`config.mk`:
```
export PLATFORM = sky130hd
export DESIGN_NAME = card_dealer
export DESIGN_NICKNAME = d
export VERILOG_FILES = /design/src/rtl/card_pkg.sv /design/src/rtl/card_mask_update.sv /design/src/rtl/card_dealer.sv
export SDC_FILE = /design/constraint.sdc
export NUM_CORES = 1
export LEC_CHECK = 0
export ABC_AREA = 1
export BUFFER_PORTS_ARGS = -buffer_cell sky130_fd_sc_hd__buf_4
export CAP_MARGIN = 20
export CORE_MARGIN = 1.5
export CORE_UTILIZATION = 48
export CTS_CLUSTER_DIAMETER = 60
export DETAILED_ROUTE_END_ITERATION = 6
export HOLD_SLACK_MARGIN = 0.15
export PLACE_DENSITY = 0.77
export SLEW_MARGIN = 25
export SYNTH_ARGS = -nofsm -noshare
export SYNTH_HDL_FRONTEND = slang
export SYNTH_SLANG_ARGS = --single-unit
```
`constraint.sdc`:
```
create_clock -name clk -period 6.1 [get_ports clk]
set_clock_uncertainty 0.2 [all_clocks]
set_input_delay 0.915 -clock clk [delete_from_list [all_inputs] [get_ports clk]]
set_output_delay 0.915 -clock clk [all_outputs]
set_load 0.01 [all_outputs]
```
`src/rtl/card_pkg.sv`:
```
// Shared constants and FSM state type for the card dealer.
// Deck size, index width, hand size and watchdog limit.
package card_pkg;

  localparam int NUM_CARDS = 106;
  localparam int IDX_W     = 7;
  localparam int HAND_SIZE = 14;
  localparam int TIMEOUT   = 64;
  localparam int CNT_W     = 4;

  typedef enum logic [1:0] {
    IDLE  = 2'd0,
    ISSUE = 2'd1,
    WAIT  = 2'd2,
    DONE  = 2'd3
  } state_t;

endpackage

```
`src/rtl/card_mask_update.sv`:
```
// Validates a returned card index and computes the updated masks.
// Ports: available/hand masks and idx in; idx_valid and next masks out.
module card_mask_update
  import card_pkg::*;
(
  input  logic [NUM_CARDS-1:0] available,
  input  logic [NUM_CARDS-1:0] hand,
  input  logic [IDX_W-1:0]     idx,
  output logic                 idx_valid,
  output logic [NUM_CARDS-1:0] available_nxt,
  output logic [NUM_CARDS-1:0] hand_nxt
);

  // Decoded compare per card keeps out-of-range indices harmless.
  always_comb begin
    idx_valid     = 1'b0;
    available_nxt = available;
    hand_nxt      = hand;
    for (int i = 0; i < NUM_CARDS; i++) begin
      if (idx == IDX_W'(i)) begin
        idx_valid        = available[i];
        available_nxt[i] = 1'b0;
        hand_nxt[i]      = 1'b1;
      end
    end
  end

endmodule

```
`src/rtl/card_dealer.sv`:
```
// Deck owner: requests cards from draw_once and tracks deck/hand masks.
// Ports: clk, rst, interboard_rst, start, draw_req, dr_ready, dr_done,
// dr_idx in; draw_one, available_card, hand_card, cards_left, busy,
// deal_done, deck_empty, err out. Optional CARD_DEALER_TIMEOUT_EN
// adds a WAIT watchdog that re-requests after TIMEOUT idle cycles.
module card_dealer
  import card_pkg::*;
(
  input  logic                 clk,
  input  logic                 rst,
  input  logic                 interboard_rst,
  input  logic                 start,
  input  logic                 draw_req,
  input  logic                 dr_ready,
  input  logic                 dr_done,
  input  logic [IDX_W-1:0]     dr_idx,
  output logic                 draw_one,
  output logic [NUM_CARDS-1:0] available_card,
  output logic [NUM_CARDS-1:0] hand_card,
  output logic [IDX_W-1:0]     cards_left,
  output logic                 busy,
  output logic                 deal_done,
  output logic                 deck_empty,
  output logic                 err
);

  state_t               state, state_n;
  logic [CNT_W-1:0]     target, target_n;
  logic [CNT_W-1:0]     got, got_n;
  logic [NUM_CARDS-1:0] avail_n, hand_n;
  logic [NUM_CARDS-1:0] avail_upd, hand_upd;
  logic [IDX_W-1:0]     left_n;
  logic                 empty_n, err_n;
  logic                 idx_valid;
  logic                 any_rst;

  assign any_rst = rst | interboard_rst;

  card_mask_update u_mask (
    .available     (available_card),
    .hand          (hand_card),
    .idx           (dr_idx),
    .idx_valid     (idx_valid),
    .available_nxt (avail_upd),
    .hand_nxt      (hand_upd)
  );

`ifdef CARD_DEALER_TIMEOUT_EN
  localparam int TMO_W = $clog2(TIMEOUT);
  logic [TMO_W-1:0] tmo;
  logic             expired;

  // Restarts at zero on every entry into WAIT.
  always_ff @(posedge clk) begin
    if (any_rst || state != WAIT) tmo <= '0;
    else                          tmo <= tmo + 1'b1;
  end

  assign expired = (tmo == TMO_W'(TIMEOUT - 1));
`else
  logic expired;
  assign expired = 1'b0;
`endif

  always_ff @(posedge clk) begin
    if (any_rst) begin
      state          <= IDLE;
      target         <= '0;
      got            <= '0;
      available_card <= '1;
      hand_card      <= '0;
      cards_left     <= IDX_W'(NUM_CARDS);
      deck_empty     <= 1'b0;
      err            <= 1'b0;
    end else begin
      state          <= state_n;
      target         <= target_n;
      got            <= got_n;
      available_card <= avail_n;
      hand_card      <= hand_n;
      cards_left     <= left_n;
      deck_empty     <= empty_n;
      err            <= err_n;
    end
  end

  always_comb begin
    state_n  = state;
    target_n = target;
    got_n    = got;
    avail_n  = available_card;
    hand_n   = hand_card;
    left_n   = cards_left;
    empty_n  = deck_empty;
    err_n    = err;
    draw_one = 1'b0;
    unique case (state)
      IDLE: begin
        if (start) begin
          target_n = CNT_W'(HAND_SIZE);
          got_n    = '0;
          state_n  = ISSUE;
        end else if (draw_req) begin
          target_n = CNT_W'(1);
          got_n    = '0;
          state_n  = ISSUE;
        end
      end
      ISSUE: begin
        if (cards_left == '0) begin
          empty_n = 1'b1;
          state_n = DONE;
        end else if (dr_ready) begin
          draw_one = 1'b1;
          state_n  = WAIT;
        end
      end
      WAIT: begin
        if (dr_done) begin
          if (idx_valid) begin
            avail_n = avail_upd;
            hand_n  = hand_upd;
            left_n  = cards_left - 1'b1;
            got_n   = got + 1'b1;
            state_n = (got_n == target) ? DONE : ISSUE;
          end else begin
            err_n   = 1'b1;
            state_n = ISSUE;
          end
        end else if (expired) begin
          err_n   = 1'b1;
          state_n = ISSUE;
        end
      end
      DONE: state_n = IDLE;
      default: state_n = IDLE;
    endcase
  end

  assign busy      = (state != IDLE);
  assign deal_done = (state == DONE);

endmodule

```
==> results.py <==
metrics = {
    "cells_and_area": {
        "antennaDiodeCount": 0,
        "nets": 1662,
        "stdcell_count": 1929,
        "area_delta_synth_final_pct": 40.2,
        "final_common_cell": "nand2_1",
        "layout.cells.most_common_list": "355 x nand2_1, 342 x buf_4, 229 x dfxtp_1",
        "drive_gt1_frac": 0.292,
    },
    "global_route": {
        "grt_pass1_wl_um": 51100,
        "grt_max_degree": 113,
        "overflow": 0,
        "grt_pass1_vias": 9618,
        "grt_usage": 0.315,
        "antenna_found_initial": 0,
    },
    "setup_path": {
        "critPathKind": "in -> reg",
        "r2r_cells": 67,
        "crit_arrival_ns": 7.07,
        "cp_common_cell": "buf_4",
        "start_kind": "primary input",
        "crit_path_top_delay_cell": "buf_4",
        "crit_path_end_kind": "register",
        "worstReg2RegStart": "available_card[2]",
        "path_max_fanout": 4,
        "cpPeakStageDelay_ns": 0.15,
        "cp-startpoint": "dr_idx[3]",
        "rrSetupSlack_ns": -0.27,
        "required_ns": 6.27,
        "worst_r2r_endpoint": "hand_card[68]",
    },
    "floorplan": {
        "ios": 238,
        "die_x_um": 145,
        "dieArea_um2": 20900,
        "dieHeight_um": 145,
        "rows": 51,
        "core_um2": 19600,
        "start_util": 0.492,
    },
    "status": {
        "status": "complete, but fails checks",
        "failed_checks": "setup timing",
    },
    "place": {
        "port_buffers": 237,
        "placedCellCount": 1836,
        "gp_congestion": 0.925,
        "hpwl_um": 22500,
    },
    "synth": {
        "async_flop_share": 0,
        "syn_avg_cell_area_um2": 7.24,
        "synth_cells": 1331,
        "ys_types": 32,
        "synth_top_area_frac": 0.476,
        "synth_seq_cells": 229,
        "synth_fp_nets": 1347,
        "ys_seq_area_frac": 0.476,
        "synth-edff-count": 0,
        "yosysWarnings": 0,
        "synth_area_leaders": "dfxtp_1 48%, nand2_1 14%, inv_1 7.2%, nand4_1 7.1%, a21oi_1 6.3%",
        "ys.flop_type": "dfxtp_1",
        "synth.cell_area_um2": 9640,
        "yosysTopAreaCell": "dfxtp_1",
    },
    "detailed_routing": {
        "wl_per_cell_um": 17.3,
        "viasPerCell": 5.33,
        "drt_iter0_markers": 906,
        "dr.pass1.iters": 5,
        "postRouteAntennaNets": 0,
        "drc": 0,
        "wl_um": 33400,
        "vias": 10300,
    },
    "sta": {
        "setup_ws_ns": -0.796,
        "worst_pin_slew_ns": 0.948,
        "fmax_mhz": 145,
        "hold_violations": 0,
        "slew-limit-headroom": 0.368,
        "slew_violations": 0,
        "period_needed_ns": 6.90,
        "report.final.setup_viol": 225,
        "rsz0062_at_grt": "yes",
        "fin_crit_sh": 1.13,
    },
    "cts": {
        "path_clk_slew_ns": 0.06,
        "cts_made_buffers": 25,
        "cts-root-buf": "clkbuf_16",
        "numClockSinks": 229,
        "clock_latency_ns": 0.52,
        "cts_tree": "yes",
        "ctsHoldBuffers": 0,
        "cts_buffer_depth": 3,
        "h-tree-depth": 1,
    },
    "run": {
        "drv_cap": 0,
    },
    "min_path": {
        "worstHoldStart": "hand_card[76]",
        "hold_end": "hand_card[76]",
        "min_path_type": "reg -> reg",
        "holdPathStages": 2,
    },
    "power": {
        "power.leakage_nw": 6.25,
        "max-vdd-ir-drop_mv": 0.200,
        "power_density_nw_per_um2": 255,
        "power_w": 0.00345,
    },
}
==> cells by family (layout without fill, tap and decap cells) <==
kind of cell / Yosys count / count (layout) / synth area share
AO/OA/AOI/OAI: 133 / 133 / 0.0697
AND/OR/NAND/NOR: 698 / 699 / 0.340
adder cells (fa/ha/maj): 2 / 2 / 0.00260
buffers and inverters: 262 / 594 / 0.106
XOR/XNOR: 7 / 7 / 0.00636
flip-flops: 229 / 229 / 0.476
==> cells in the mapped netlist, types with 13 or more instances <==
cell type / number
nand2_1: 363
dfxtp_1: 229
inv_1: 186
nor2_1: 136
a21oi_1: 122
nand4_1: 109
clkbuf_1: 49
nand4_2: 19
or2_2: 17
nor3_1: 14
buf_1: 13
nand3_1: 13
nand3_2: 13
==> worst max-delay path: cells and delay by family <==
kind,cells,cell delay [ns]
simple gates,7,0.74
buf+inv,44,5.40
==> metal layers <==
| layer | vias up | track usage | share of wire |
|---|---|---|---|
| met4 | 0 | 0.131 | 0.043 |
| met5 | - | 0 | 0 |
| met1 | 4766 | 0.392 | 0.39 |
| li1 | 4879 | - | - |
| met2 | 526 | 0.530 | 0.48 |
| met3 | 108 | 0.0658 | 0.087 |
==> worst max-delay path by stage <==
stage	end	slack [ns]
floorplan	hand_card[90]	0.37
global route	hand_card[91]	-1.41
CTS	got[2]	-0.42
finish	available_card[3]	-0.80
detailed placement	got[2]	-1.05
global placement	got[2]	-0.71
==> metrics by stage <==
stage | TNS (ns) | hold WS (ns) | utilization | instance area [um2] | setup WS (ns)
6_report | -117.11 | 0.249 | 0.690 | 13500 | -0.796
5_1_grt | -300.44 | 0.268 | 0.690 | 13500 | -1.41
4_1_cts | -76.30 | 0.250 | 0.689 | 13500 | -0.416
3_5_place_dp | -208.22 | 0.241 | 0.615 | 12000 | -1.05
3_3_place_gp | -128.77 | 0.238 | 0.615 | 12000 | -0.715
2_1_floorplan | 0 | 0.246 | - | 9640 | 0.365
==> layout make-up <==
| cell class | count | area (um2) |
|---|---|---|
| Clock inverter | 14 | 211 |
| Tap cell | 265 | 332 |
| Clock buffer | 31 | 668 |
| Inverter | 194 | 751 |
| Multi-Input combinational cell | 841 | 4200 |
| Sequential cell | 229 | 4580 |
| Fill cell | 1635 | 6080 |
| Timing Repair Buffer | 355 | 2770 |
==> flip-flops by register name, indices dropped and copies added, names as in the netlist <==
| name | count |
|---|---|
| cards_left | 7 |
| hand_card | 106 |
| target | 2 |
| got | 4 |
| available_card | 106 |
| state | 2 |
| deck_empty | 1 |
| err | 1 |
==> power by group <==
group / total (W) / internal [W] / leakage [nW] / switching, W
Clock: 0.00161 / 0.000992 / 0.426 / 0.000620
Combinational: 0.000335 / 0.000110 / 3.97 / 0.000224
Sequential: 0.00150 / 0.00150 / 1.85 / 0.00000191
==> what timing repair did <==
item / in CTS / in global routing
endpoints found under the setup margin: 225 / 225
cloned: 2 / 0
pin swaps: 7 / 7
buffers inserted: 46 / 0
resized for setup: 56 / 4
(Power assumes the default switching activity.)
